`config.mk`:
```
export PLATFORM = sky130hd
export DESIGN_NAME = nibble_byte_packer
export DESIGN_NICKNAME = d
export VERILOG_FILES = /design/src/rtl/nibble_byte_packer.sv
export SDC_FILE = /design/constraint.sdc
export NUM_CORES = 1
export LEC_CHECK = 0
export ABC_AREA = 1
export CAP_MARGIN = 20
export CORE_MARGIN = 8
export CORE_UTILIZATION = 40
export CTS_BUF_LIST = sky130_fd_sc_hd__clkbuf_4 sky130_fd_sc_hd__clkbuf_8
export DETAILED_ROUTE_END_ITERATION = 6
export SYNTH_ARGS = -nofsm -noshare
export SYNTH_HDL_FRONTEND = slang
export SYNTH_SLANG_ARGS = --single-unit
```
`constraint.sdc`:
```
create_clock -name clk -period 4.3 [get_ports clk]
set_clock_uncertainty 0.2 [all_clocks]
set_input_delay 0.645 -clock clk [delete_from_list [all_inputs] [get_ports clk]]
set_output_delay 0.645 -clock clk [all_outputs]
set_load 0.1 [all_outputs]
```
`src/rtl/nibble_byte_packer.sv`:
```
// Nibble-to-byte packer: pairs strobed nibbles into bytes and queues them
// in a show-ahead FIFO behind a valid/ready port with sticky overflow.
module nibble_byte_packer #(
  parameter int DEPTH     = 4,
  parameter bit LOW_FIRST = 1'b1
) (
  input  logic                     clk,
  input  logic                     rst_n,
  input  logic [3:0]               in_data,
  input  logic                     in_en,
  input  logic                     flush,
  output logic [7:0]               out_data,
  output logic                     out_partial,
  output logic                     out_valid,
  input  logic                     out_ready,
  output logic [$clog2(DEPTH):0]   fifo_count,
  output logic                     overflow,
  input  logic                     clear_ovf
);

  localparam int AW = $clog2(DEPTH);
  localparam logic [AW:0] CNT_FULL = (AW+1)'(DEPTH);

  typedef enum logic {EMPTY, HALF} state_t;

  state_t        state_q, state_d;
  logic [3:0]    hold_q, hold_d;
  logic          push_req;
  logic [8:0]    push_ent;
  logic [8:0]    mem [DEPTH];
  logic [AW-1:0] wptr, rptr;
  logic [AW:0]   count;
  logic          pop, push_ok, drop;

  function automatic logic [8:0] pack(
    input logic [3:0] first,
    input logic [3:0] second,
    input logic       part
  );
    return LOW_FIRST ? {part, second, first}
                     : {part, first, second};
  endfunction

  always_comb begin
    state_d  = state_q;
    hold_d   = hold_q;
    push_req = 1'b0;
    push_ent = '0;
    unique case (state_q)
      EMPTY: begin
        if (in_en && flush) begin
          push_req = 1'b1;
          push_ent = pack(in_data, 4'h0, 1'b1);
        end else if (in_en) begin
          hold_d  = in_data;
          state_d = HALF;
        end
      end
      HALF: begin
        if (in_en) begin
          push_req = 1'b1;
          push_ent = pack(hold_q, in_data, 1'b0);
          state_d  = EMPTY;
        end else if (flush) begin
          push_req = 1'b1;
          push_ent = pack(hold_q, 4'h0, 1'b1);
          state_d  = EMPTY;
        end
      end
      default: state_d = EMPTY;
    endcase
  end

  always_ff @(posedge clk or negedge rst_n) begin
    if (!rst_n) begin
      state_q <= EMPTY;
      hold_q  <= 4'h0;
    end else begin
      state_q <= state_d;
      hold_q  <= hold_d;
    end
  end

  // A full FIFO still accepts a push when the head leaves the same cycle.
  assign pop     = out_valid && out_ready;
  assign push_ok = push_req && ((count != CNT_FULL) || pop);
  assign drop    = push_req && !push_ok;

  always_ff @(posedge clk) begin
    if (push_ok) mem[wptr] <= push_ent;
  end

  always_ff @(posedge clk or negedge rst_n) begin
    if (!rst_n) begin
      wptr     <= '0;
      rptr     <= '0;
      count    <= '0;
      overflow <= 1'b0;
    end else begin
      if (push_ok) wptr <= wptr + AW'(1);
      if (pop)     rptr <= rptr + AW'(1);
      unique case ({push_ok, pop})
        2'b10:   count <= count + 1'b1;
        2'b01:   count <= count - 1'b1;
        default: count <= count;
      endcase
      if (drop)           overflow <= 1'b1;
      else if (clear_ovf) overflow <= 1'b0;
    end
  end

  assign out_valid   = (count != '0);
  assign fifo_count  = count;
  assign out_data    = out_valid ? mem[rptr][7:0] : 8'h00;
  assign out_partial = out_valid ? mem[rptr][8]   : 1'b0;

endmodule

```
Word level (Yosys, flattened, before mapping)
Memory sizes are Yosys's and may differ from the RTL's.
Cells that the tools add are included.
Operators by class
  equality and inequality tests: 3
  reduce and logical (&&, ||, !) cells: 10
  add/sub/neg operators: 4
  bitwise logic cells: 2
  muxes and demuxes: 20
Operators with widths (count)
  $mux 9: 3
  $pmux 9 s2: 1
  $mux 1: 12
  $mux 8: 1
  $pmux 3 s2: 1
  $add 2x1->2 const B: 2
  $logic_and 1x1->1: 4
  $pmux 1 s2: 2
  $reduce_bool 2->1: 2
  $add 3x1->3 const B: 1
  $ne 3x3->1 const B: 1
  $reduce_and 3->1: 1
  $reduce_bool 3->1: 1
  $sub 3x1->3 const B: 1
  $eq 2x1->1 const B: 1
  $eq 2x2->1 const B: 1
  $not 1->1: 2
  $logic_not 1->1: 1
  $logic_or 1x1->1: 1
Storage, ports and cells
  bits of input ports: 10
  memories: 1
  RAM bits: 36
  register bits: 13
  word-level logic and storage cells: 46
Memory list
  mem: depth 4, bits a word 9, read ports 1, clocked after memory_dff 0, wr ports 1, RTL line 30  | logic [8:0] mem [DEPTH];

Depth between registers and ports, before layout
  depth after elaboration: 7
  gate-level depth with buffers: 11

Worst setup path before layout
No wires, ideal clock.
  kind: register to output
  start: reg count[1], in the netlist fifo_count[1]
  end: out out_data[0]
  arrival time: 3.811 ns
  path slack: -0.356 ns
  stages on the path, launching flop included: 5
  cell sequence: dfrtp_1 nor2_1 nand2_1 clkinv_1 a21oi_1
On the way
  longest elaborated chain between the ends: 2
RTL lines
  start, declared: RTL line 32  | logic [AW:0] count;
  start signal, assigned: RTL line 103  | 2'b10: count <= count + 1'b1;
  start signal, assigned: RTL line 104  | 2'b01: count <= count - 1'b1;
  start signal, assigned: RTL line 105  | default: count <= count;
  $reduce_bool 3->1: RTL line 112  | assign out_valid = (count != '0);
  named net out_valid: RTL line 14  | output logic out_valid,
  $mux 8: RTL line 114  | assign out_data = out_valid ? mem[rptr][7:0] : 8'h00;
  end, declared: RTL line 12  | output logic [7:0] out_data,
The timed path passes the listed nets, and every way through them passes these cells.

Worst setup path in the final report
  start: reg count[1], in the netlist fifo_count[1]
  end: out out_valid
On the way
  longest elaborated chain between the ends: 1
RTL lines (RTL line)
  $reduce_bool 3->1: 112
  end, declared: 14
No other way between the ends.

==> flow_summary.json <==
{
  "category_of_the_critical_setup_timing_path": "reg -> out",
  "ys_types": 21,
  "setup_violations": 0,
  "numPortBuffers": 23,
  "drc_markers": 0,
  "grt_pass1_vias": 1386,
  "tightestPinTransition_ps": 981,
  "initialDrtViolationCount": 109,
  "antenna_cells": 0,
  "maximum_operating_frequency_mhz": 341,
  "dr_total_vias": 1437,
  "fillers": 487,
  "floorplan.core_area_mm2": 0.00517,
  "wire_length_of_the_first_global_routing_pass_um": 7380,
  "capturing_element_type_of_the_critical_path": "primary output",
  "sequential_cell_area_mm2": 0.00141,
  "most_frequent_standard_cell_in_the_layout_excluding_fill_and_tap_cells": "sky130_fd_sc_hd__nor2_1",
  "multiInputGateArea_um2": 656,
  "die_w_um": 89.4,
  "cts_bufs_inserted": 5,
  "worst_setup_slack_for_register_to_register_paths_ps": 2130,
  "firstDrtPassIters": 4,
  "floorplan.die.height_um": 89.4,
  "post_route_cells_drive_above_1_share_pct": 10.3,
  "cts.clk_slew.worst_paths_ps": 80,
  "cp.required_ps": 3450,
  "post_drt_via_cell_ratio": 4.76,
  "timing.critical_path.arrival_ps": 2090,
  "syn_area_per_cell_um2": 10.5,
  "instances_no_fill": 302,
  "cts.sinks": 49,
  "post_cts.repair.setup_buffers": 0,
  "rr_startpoint": "state_q$_DFF_PN0_",
  "fp.dieArea_mm2": 0.00800,
  "report.final.hold_viol_count": 0,
  "timing.critical_path.fanout_max": 4,
  "clk_path_buf_depth": 2,
  "cts_root_buffer": "sky130_fd_sc_hd__clkbuf_8",
  "grt_max_degree": 20,
  "numPlacedInstances": 295,
  "post_cts_resized": 0,
  "critical_path.startpoint_type": "flip-flop",
  "grt-ovfl-total": 0,
  "maxSlewHeadroom_pct": 34.4,
  "commonest_cells_after_routing_fill_and_taps_aside": "sky130_fd_sc_hd__nor2_1 (52), sky130_fd_sc_hd__edfxtp_1 (36), sky130_fd_sc_hd__o21ai_0 (27), sky130_fd_sc_hd__nand2_1 (19), sky130_fd_sc_hd__inv_1 (18)",
  "synth_largest_area_cell": "sky130_fd_sc_hd__edfxtp_1",
  "worstRegToRegCells": 5,
  "num_io_pins": 24,
  "worst_hold_path.num_cells": 2,
  "ys_seq_area_share_pct": 65.2,
  "initial_util_pct": 41.7,
  "nNetsFinal": 247,
  "yosys_register_bits": 49,
  "final_period_minus_worst_setup_slack_ps": 2930,
  "synthesis.area_mm2": 0.00216,
  "r2r_end": "mem[1][3]$_DFFE_PP_",
  "maxSlewViolCount": 0,
  "unrepaired_setup_endpoints_after_global_routing": "false",
  "dp.final_hpwl_um": 3370,
  "synth.top_cells.by_area": "sky130_fd_sc_hd__edfxtp_1 (50%), sky130_fd_sc_hd__dfrtp_1 (15%), sky130_fd_sc_hd__nor2_1 (9.0%), sky130_fd_sc_hd__o21ai_0 (6.3%), sky130_fd_sc_hd__nand2_1 (3.3%)",
  "tritoncts_clock_tree": "built",
  "layout_stage_area_growth_over_the_synthesis_result_pct": 16.8,
  "run_status": "finished clean",
  "worstHoldStart": "hold_q[3]$_DFFE_PN0P_",
  "hold_path_class": "reg -> reg",
  "drtAntennaViolNets": 0,
  "worstHoldEndpoint": "hold_q[3]$_DFFE_PN0P_",
  "gr-usage-all-layers_pct": 12.6,
  "synth_fp_nets": 220,
  "rows": 26,
  "synth_top_cell_area_share_pct": 50.1,
  "yosys_warnings": 0,
  "synth_cells": 205,
  "clk-insertion-delay-late_ps": 300,
  "antenna_found_initial": 0,
  "htreeDepth": 2,
  "final_util_pct": 48.7,
  "avgRoutedWirePerCell_um": 15.5,
  "gp_congestion": 0.741,
  "finalWirelength_um": 4670,
  "cts_hold_repair.buffers": 0,
  "timing.final.crit_share_pct": 68.2,
  "maxCapViolations": 0
}
## worst max-delay path by stage
| stage | startpoint | endpoint | slack [ps] | cells past startpoint |
|---|---|---|---|---|
| finish | fifo_count[1]$_DFFE_PN0P_ | out_valid | 1370 | 3 |
| global route | rptr[1]$_DFFE_PN0P_ | out_data[7] | 1200 | 5 |
| CTS | fifo_count[0]$_DFFE_PN0P_ | out_valid | 1340 | 3 |
| detailed placement | in_en | mem[1][4]$_DFFE_PP_ | 1400 | 5 |
| global placement | in_en | mem[3][6]$_DFFE_PP_ | 1510 | 5 |
| floorplan | fifo_count[1]$_DFFE_PN0P_ | out_data[0] | -360 | 4 |
## per-stage QoR
| step | hold slack [ps] | setup WS (ps) | instance area (um^2) | setup TNS (ps) |
|---|---|---|---|---|
| 4_1_cts | 302 | 1340 | 2520 | 0 |
| 3_3_place_gp | 275 | 1510 | 2440 | 0 |
| 5_1_grt | 321 | 1200 | 2520 | 0 |
| 3_5_place_dp | 281 | 1400 | 2440 | 0 |
| 2_1_floorplan | 149 | -356 | 2160 | -3210 |
| 6_report | 296 | 1370 | 2520 | 0 |
## flip-flops by register name (all words and copies together), names as in the netlist
name,flops
mem,36
state_q,1
fifo_count,3
overflow,1
rptr,2
wptr,2
hold_q,4
## synthesized netlist by cell type
cell and number:
sky130_fd_sc_hd__o21ai_0 27, sky130_fd_sc_hd__nand2_1 19, sky130_fd_sc_hd__a21oi_1 12, sky130_fd_sc_hd__nand2_4 2
sky130_fd_sc_hd__nand3_2 1, sky130_fd_sc_hd__nand2_2 3, sky130_fd_sc_hd__inv_1 18, sky130_fd_sc_hd__o21ai_2 1
sky130_fd_sc_hd__xor2_1 3, sky130_fd_sc_hd__nor2_1 52, sky130_fd_sc_hd__clkbuf_1 2, sky130_fd_sc_hd__clkinv_1 2
sky130_fd_sc_hd__buf_2 1, sky130_fd_sc_hd__ha_1 4, sky130_fd_sc_hd__nor2_2 1, sky130_fd_sc_hd__buf_4 1
sky130_fd_sc_hd__fa_1 1, sky130_fd_sc_hd__nand3_1 5, sky130_fd_sc_hd__o22ai_1 1, sky130_fd_sc_hd__edfxtp_1 36
sky130_fd_sc_hd__dfrtp_1 13
## cell families (layout without fill, tap and decap cells)
family | count (synthesis) | in the layout | synth area share, %
adders and majority gates | 5 | 5 | 3.25
AOI/OAI and AO/OA | 41 | 41 | 9.75
and+or+nand+nor | 83 | 83 | 16.2
xor gates and xnor gates | 3 | 3 | 1.22
DFF | 49 | 49 | 65.2
buffers and inverters | 24 | 51 | 4.41
## area by class of cell
type	count	share of cell area, %
Sequential cell	49	55.8
Inverter	20	2.98
Tap cell	70	3.48
Timing Repair Buffer	24	8.54
Clock buffer	6	3.03
Clock inverter	1	0.149
Multi-Input combinational cell	132	26.0
## critical path, stage by stage, from the launching register on
cell                              delay (ps)
sky130_fd_sc_hd__dfrtp_1                 410
sky130_fd_sc_hd__nor2_1                   90
sky130_fd_sc_hd__nand2_1                 130
sky130_fd_sc_hd__clkdlybuf4s50_1        1160
## per-layer routing
metal,vias to the layer above,track usage (%),routed length (um)
li1,732,-,-
met1,671,16.5,2300
met2,27,19.9,2140
met3,7,2.67,161
met4,0,4.98,74
met5,-,0,0
Power is not shown: default switching activity piles up to over one toggle a cycle in this logic, so the estimate is an artifact.
